## src/rtl/spmv_csr_mac_engine_if.sv

```systemverilog
// Nonzero-pair stream into the CSR SpMV engine: one (a, x) pair per valid/ready transfer.
// The master drives the pair, the engine (slave) returns ready.
interface spmv_csr_mac_engine_if #(
  parameter int DATA_W = 16
);
  logic                     valid;
  logic                     ready;
  logic signed [DATA_W-1:0] a;
  logic signed [DATA_W-1:0] x;

  modport master (output valid, output a, output x, input ready);
  modport slave  (input valid, input a, input x, output ready);
endinterface

```

## src/rtl/spmv_csr_mac_engine.sv

```systemverilog
// CSR sparse-matrix x dense-vector engine with a 2-stage signed multiply-accumulate.
// Define SPMV_SATURATE_EN for saturating accumulation; the default build wraps at ACC_W.
//
// state | meaning
// IDLE  | waiting for i_start; row_ptr latched and results cleared on start
// RUN   | accepting (a, x) pairs in CSR nonzero order
// DRAIN | last pair's accumulate in flight, no new pairs
// DONE  | o_done pulse, results final
module spmv_csr_mac_engine #(
  parameter int NUM_ROWS = 16,
  parameter int DATA_W   = 16,
  parameter int ACC_W    = 32,
  parameter int PTR_W    = 8
) (
  input  logic                          i_clk,
  input  logic                          i_rst,
  input  logic                          i_start,
  input  logic [(NUM_ROWS+1)*PTR_W-1:0] i_row_ptr,
  spmv_csr_mac_engine_if.slave          s_pair,
  output logic [1:0]                    o_state,
  output logic                          o_busy,
  output logic                          o_done,
  output logic [NUM_ROWS*ACC_W-1:0]     o_result
);
  localparam int TAG_W = (NUM_ROWS > 1) ? $clog2(NUM_ROWS) : 1;

  typedef enum logic [1:0] {
    IDLE  = 2'd0,
    RUN   = 2'd1,
    DRAIN = 2'd2,
    DONE  = 2'd3
  } state_t;

  state_t state, state_nxt;

  logic [PTR_W-1:0]        row_ptr [NUM_ROWS+1];
  logic [PTR_W-1:0]        k;
  logic [PTR_W-1:0]        nnz_in;
  logic                    ready;
  logic                    fire;
  logic                    last;
  logic                    start_ok;
  logic [TAG_W-1:0]        tag;
  logic signed [2*DATA_W-1:0] prod;
  logic                    s1_valid;
  logic [TAG_W-1:0]        s1_tag;
  logic signed [ACC_W-1:0] s1_prod;
  logic signed [ACC_W-1:0] result [NUM_ROWS];
  logic signed [ACC_W-1:0] acc_sum;

  assign nnz_in   = i_row_ptr[NUM_ROWS*PTR_W +: PTR_W];
  assign start_ok = (state == IDLE) && i_start;
  assign fire     = (state == RUN) && s_pair.valid;
  assign last     = (k == row_ptr[NUM_ROWS] - PTR_W'(1));
  assign prod     = $signed(s_pair.a) * $signed(s_pair.x);
  assign s_pair.ready = ready;

  always_comb begin
    state_nxt = state;
    ready     = 1'b0;
    o_busy    = 1'b0;
    o_done    = 1'b0;
    case (state)
      IDLE: begin
        if (i_start) state_nxt = (nnz_in == '0) ? DONE : RUN;
      end
      RUN: begin
        ready  = 1'b1;
        o_busy = 1'b1;
        if (fire && last) state_nxt = DRAIN;
      end
      DRAIN: begin
        o_busy    = 1'b1;
        state_nxt = DONE;
      end
      DONE: begin
        o_done    = 1'b1;
        state_nxt = IDLE;
      end
      default: state_nxt = IDLE;
    endcase
  end

  // Empty rows have row_ptr[r] == row_ptr[r+1] and can never match.
  always_comb begin
    tag = '0;
    for (int r = 0; r < NUM_ROWS; r++) begin
      if ((row_ptr[r] <= k) && (k < row_ptr[r+1])) tag = TAG_W'(r);
    end
  end

`ifdef SPMV_SATURATE_EN
  logic signed [ACC_W:0] sum_wide;
  always_comb begin
    sum_wide = {result[s1_tag][ACC_W-1], result[s1_tag]} + {s1_prod[ACC_W-1], s1_prod};
    if (sum_wide[ACC_W] != sum_wide[ACC_W-1])
      acc_sum = sum_wide[ACC_W] ? {1'b1, {(ACC_W-1){1'b0}}} : {1'b0, {(ACC_W-1){1'b1}}};
    else
      acc_sum = sum_wide[ACC_W-1:0];
  end
`else
  assign acc_sum = result[s1_tag] + s1_prod;
`endif

  // Stage 2 reads the result register directly, so back-to-back hits on one row
  // always see the previous write.
  always_ff @(posedge i_clk) begin
    if (i_rst) begin
      state    <= IDLE;
      k        <= '0;
      s1_valid <= 1'b0;
      s1_tag   <= '0;
      s1_prod  <= '0;
      for (int r = 0; r <= NUM_ROWS; r++) row_ptr[r] <= '0;
      for (int r = 0; r < NUM_ROWS; r++) result[r] <= '0;
    end else begin
      state    <= state_nxt;
      s1_valid <= fire;
      if (fire) begin
        s1_tag  <= tag;
        s1_prod <= ACC_W'(prod);
        k       <= k + PTR_W'(1);
      end
      if (start_ok) begin
        k <= '0;
        for (int r = 0; r <= NUM_ROWS; r++) row_ptr[r] <= i_row_ptr[r*PTR_W +: PTR_W];
        for (int r = 0; r < NUM_ROWS; r++) result[r] <= '0;
      end else if (s1_valid) begin
        result[s1_tag] <= acc_sum;
      end
    end
  end

  assign o_state = state;

  for (genvar g = 0; g < NUM_ROWS; g++) begin : g_result
    assign o_result[g*ACC_W +: ACC_W] = result[g];
  end
endmodule

```

## src/flat_wrapper.sv

```systemverilog
// flat-port wrapper written by rule: the top's interface ports become plain ports
module spmv_csr_mac_engine_flat 
#(
  parameter int NUM_ROWS = 16,
  parameter int DATA_W   = 16,
  parameter int ACC_W    = 32,
  parameter int PTR_W    = 8
)
  (i_clk, i_rst, i_start, i_row_ptr, o_state, o_busy, o_done, o_result, s_pair_valid, s_pair_a, s_pair_x, s_pair_ready);
  spmv_csr_mac_engine_if #(.DATA_W(DATA_W)) s_pair_i ();
  input  logic i_clk;
  input  logic i_rst;
  input  logic i_start;
  input  logic [(NUM_ROWS+1)*PTR_W-1:0] i_row_ptr;
  output logic [1:0] o_state;
  output logic o_busy;
  output logic o_done;
  output logic [NUM_ROWS*ACC_W-1:0] o_result;
  input wire logic [$bits(s_pair_i.valid)-1:0] s_pair_valid;
  input wire logic [$bits(s_pair_i.a)-1:0] s_pair_a;
  input wire logic [$bits(s_pair_i.x)-1:0] s_pair_x;
  output wire logic [$bits(s_pair_i.ready)-1:0] s_pair_ready;
  assign s_pair_i.valid = s_pair_valid;
  assign s_pair_i.a = s_pair_a;
  assign s_pair_i.x = s_pair_x;
  assign s_pair_ready = s_pair_i.ready;
  spmv_csr_mac_engine #(.NUM_ROWS(NUM_ROWS), .DATA_W(DATA_W), .ACC_W(ACC_W), .PTR_W(PTR_W)) u_core (.i_clk(i_clk), .i_rst(i_rst), .i_start(i_start), .i_row_ptr(i_row_ptr), .s_pair(s_pair_i), .o_state(o_state), .o_busy(o_busy), .o_done(o_done), .o_result(o_result));
endmodule
```

## config.mk

```make
export PLATFORM = sky130hd
export DESIGN_NAME = spmv_csr_mac_engine_flat
export DESIGN_NICKNAME = d
export VERILOG_FILES = /design/src/rtl/spmv_csr_mac_engine_if.sv /design/src/rtl/spmv_csr_mac_engine.sv /design/src/flat_wrapper.sv
export SDC_FILE = /design/constraint.sdc
export NUM_CORES = 2
export LEC_CHECK = 0
export BUFFER_PORTS_ARGS = -buffer_cell sky130_fd_sc_hd__buf_4
export CAP_MARGIN = 30
export CORE_MARGIN = 10
export CORE_UTILIZATION = 52
export DETAILED_ROUTE_END_ITERATION = 12
export GPL_TIMING_DRIVEN = 0
export PLACE_DENSITY = 0.81
export SLEW_MARGIN = 20
export SYNTH_ARGS = -nofsm -noshare
export SYNTH_HDL_FRONTEND = slang
export SYNTH_SLANG_ARGS = --single-unit
```

## constraint.sdc

```tcl
create_clock -name i_clk -period 5.8 [get_ports i_clk]
set_input_delay 0.29 -clock i_clk [delete_from_list [all_inputs] [get_ports i_clk]]
set_output_delay 0.29 -clock i_clk [all_outputs]
set_load 0.1 [all_outputs]
```

==> key figures <==
Die
  • Die Area: 0.0950 mm²
  • Io pins: 689
  • Core ar.: 0.0822 mm²
  • Starting Density: 52.5%
  • Core Rows: 105
  • Die H: 308 µm
  • Die width: 308 µm

Cells and area
  • Share of layout cells above drive strength 1: 24.5%
  • Fill cells: 5873
  • Register Area: 0.0202 mm²
  • Area Growth Syn to Fin: 24.7%
  • Area of the multi-input gates: 0.0208 mm²
  • Final std cells w/o fill: 5630
  • Design area: 0.0539 mm²
  • Nets@finish: 5180

Worst setup path
  • WP data required: 6.13 ns
  • Crit path cell chain: clkbuf_1, mux4_2, mux4_2, ha_1, and3_4, a31oi_4, o211ai_4, a311oi_2, o22ai_2, o21ai_0, nand2b_1, xnor2_2, buf_2, nor2_1
  • Setup crit start kind: register
  • CP delay by family, top: compound AO/OA/AOI/OAI gates
  • Critical path arrival: 6.06 ns
  • Worst-path fanout max: 10
  • Worst R2R Setup Slack: 0.08 ns
  • Critical Path End: u_core.result[10][23]
  • Capture point of the worst reg-to-reg path: u_core.result[10][23]
  • Buffer and inverter count on the worst path: 2
  • Worst setup EP type: register
  • Crit path top cell by count: mux4_2
  • CP max stage cell: clkbuf_1
  • Critical path class: register to register
  • Crit-path max cell delay: 0.92 ns
  • WP depth: 14
  • Reg2Reg Depth: 14

Global route
  • Total gr overflow: 0
  • GR Util All Layers: 35.6%
  • Vias in the first global route: 35600
  • First-pass GRT wire length: 245 mm
  • Largest net degree at the start of global routing: 89
  • Initial antenna violation count: 13

CTS
  • H-Tree Depth: 3
  • # clock sinks: 691
  • Clock Path Buffers: 3
  • Worst skew pair latency: 0.63 ns
  • Clk root buf: clkbuf_16
  • CTS tree: yes
  • Clk slew on worst S/H paths: 0.06 ns
  • CTS Buf Count: 71

Yosys
  • Sequential area share after synthesis: 46.9%
  • Seq cells post-synth: 691
  • Top FF cell, synth: edfxtp_1
  • Post-synthesis async set-or-reset flop share: 0%
  • Synth top area cells: edfxtp_1 44%, fa_1 12%, mux4_2 8.3%
  • Syn Area/Cell: 12.0 µm²
  • Most frequent cell after synthesis: edfxtp_1
  • Syn Nets: 4298
  • Mapped cell area: 0.0432 mm²
  • Unique masters post-synth: 80
  • Cells after synthesis: 3615
  • Yosys warning total: 0
  • Top cells by count, synth: 640 x edfxtp_1, 567 x nor2_1, 419 x inv_1
  • Yosys top cell area share: 44.5%
  • Post-synth EDFFs: 640
  • Area leader, netlist: edfxtp_1

Pwr
  • Power, Total: 34700 µW
  • P_leak: 0.0230 µW
  • Power Dens Cells: 644 mW/mm²
  • Peak VDD IR: 559 µV

STA
  • Relative slew slack: 21.2%
  • Setup violators final: 0
  • Setup Skew: 0.0390 ns
  • Tmin final: 5.72 ns
  • Max Slew Vio Count: 0
  • RSZ-0062 raised after global routing: yes
  • Setup TNS: 0 ns
  • Final Cycle Share: 98.7%
  • Fmax: 0.175 GHz
  • Final Hold Viols: 0
  • Worst-margin pin slew: 1.18 ns

Route
  • DR DRC count: 0
  • First drt pass iteration count: 6
  • Total number of vias: 34600
  • Post-Route WL: 171 mm
  • DRT antenna net count: 0
  • Routed wire per std cell: 30.4 µm
  • Vias per cell: 6.14
  • Initial DRC Count: 4505

Placement
  • Final Wtd Congestion: 0.983
  • Area after DPL: 0.0502 mm²
  • DPL Wire Length: 131 mm
  • Port-buffer cells: 679
  • Dpl cells: 5389

Flow run
  • Max-cap violations: 0

Min path
  • Hold Path Class: input port to register

Outcome
  • Status: complete, no violations
cells in the final DEF, fill, tap and decap left out, types with 9 or more instances in the layout:
| cell type | count |
|---|---|
| buf_4 | 689 |
| edfxtp_1 | 640 |
| nor2_1 | 566 |
| inv_1 | 418 |
| fa_1 | 261 |
| and2_1 | 255 |
| ha_1 | 244 |
| nand2_1 | 216 |
| mux4_2 | 159 |
| clkbuf_1 | 127 |
| dlygate4sd3_1 | 120 |
| a21oi_1 | 114 |
| clkbuf_16 | 72 |
| o21ai_0 | 49 |
| dfxtp_1 | 48 |
| xnor2_1 | 45 |
| a21o_1 | 38 |
| nand4_1 | 36 |
| nor2b_1 | 28 |
| nand3_1 | 24 |
| xor2_1 | 21 |
| nor2_2 | 21 |
| o21a_1 | 20 |
| nand2b_1 | 19 |
| a211oi_1 | 18 |
| buf_6 | 16 |
| clkinv_1 | 15 |
| nand2_2 | 13 |
| buf_2 | 12 |
| buf_1 | 12 |
| nor3_1 | 11 |
| and3_1 | 10 |
| o21bai_1 | 10 |
| clkinv_2 | 10 |
| diode_2 | 9 |
| clkbuf_2 | 9 |
| o211ai_1 | 9 |
cells by family (layout without fill, tap and decap cells):
kind of cell             count (synthesis)  count (layout)  synth area share (%)
AND/OR/NAND/NOR                       1233            1233                  13.2
flip-flops                             691             691                  46.9
buffers and inverters                  609            1545                  5.44
adder cells (fa/ha/maj)                511             511                  19.4
AO/OA/AOI/OAI                          332             332                  5.09
multiplexers                           162             162                  8.40
XOR/XNOR                                77              77                  1.65
other                                    0               9                     0
repair_timing:
| item | 4_1_cts | 5_1_grt |
|---|---|---|
| hold buffers | 120 | 0 |
| endpoints found under the setup margin | 380 | 191 |
| gates resized for setup | 25 | 53 |
| endpoints found under the hold margin | 120 | 0 |
| gates cloned | 0 | 0 |
| pin swaps | 0 | 3 |
| buffers inserted | 0 | 3 |
power breakdown:
part           internal [µW]  leakage [µW]  switching, µW  total [µW]
combinational           7190        0.0146          15500       22700
sequential              6650       0.00731            724        7370
clock                   2570       0.00111           2030        4600
total                  16400        0.0230          18300       34700
final cells by class:
class                      instances  share of cell area [%]
antenna                            9                  0.0418
multi-input combinational       2315                    38.6
timing repair buffer             832                    12.7
sequential                       691                    37.6
tap                             1070                    2.49
buffer                           166                    1.40
clock buffer                      87                    3.45
inverter                         420                    2.94
clock inverter                    40                   0.739
flip-flops by register name, indices dropped and copies added, names as in the netlist, named ones only:
register and flops:
u_core.k 8, u_core.s1_valid 1, u_core.o_state 2, u_core.row_ptr 128, u_core.s1_prod 32, u_core.result 512, u_core.s1_tag 4
metrics by stage:
stage / worst slack, ns / util [%] / hold WS (ns)
floorplan: 0.00831 / - / 0.436
global placement: -1.28 / 60.4 / 0.448
detailed placement: -1.06 / 61.0 / 0.457
CTS: 0.0164 / 65.2 / 0.00550
global route: -0.0286 / 65.5 / 0.0151
finish: 0.0770 / 65.5 / 0.0278
how the worst min path moves through the flow:
stage,start,to,slack [ns],cells after the start
after floorplan,u_core.s1_prod[11],u_core.s1_prod[11],0.44,2
after global placement,u_core.s1_prod[9],u_core.s1_prod[9],0.45,2
after detailed placement,u_core.s1_prod[7],u_core.s1_prod[7],0.46,2
after CTS,i_row_ptr[80],u_core.row_ptr[1][16],0.006,2
after global routing,i_row_ptr[8],u_core.row_ptr[0][8],0.02,2
final,i_row_ptr[8],u_core.row_ptr[0][8],0.03,2
worst register-to-register path, delay by kind of cell (launching register included):
kind                     cells  cell delay, ns
XOR/XNOR                     1            0.48
AND/OR/NAND/NOR              3            0.45
adder cells (fa/ha/maj)      1            0.36
AO/OA/AOI/OAI                5            1.29
buffers and inverters        2            1.26
multiplexers                 2            1.07
flip-flops                   1            0.56
metal layers:
metal  track usage [%]  wire length, µm  up-vias
met5                 0               55        -
met4              23.6            14300        8
met3              14.6            25700      766
met2              54.8            76900     2828
met1              40.6            54100    16800
li1                  -                -    14100
Note: power is estimated with default switching activity, not from simulation.
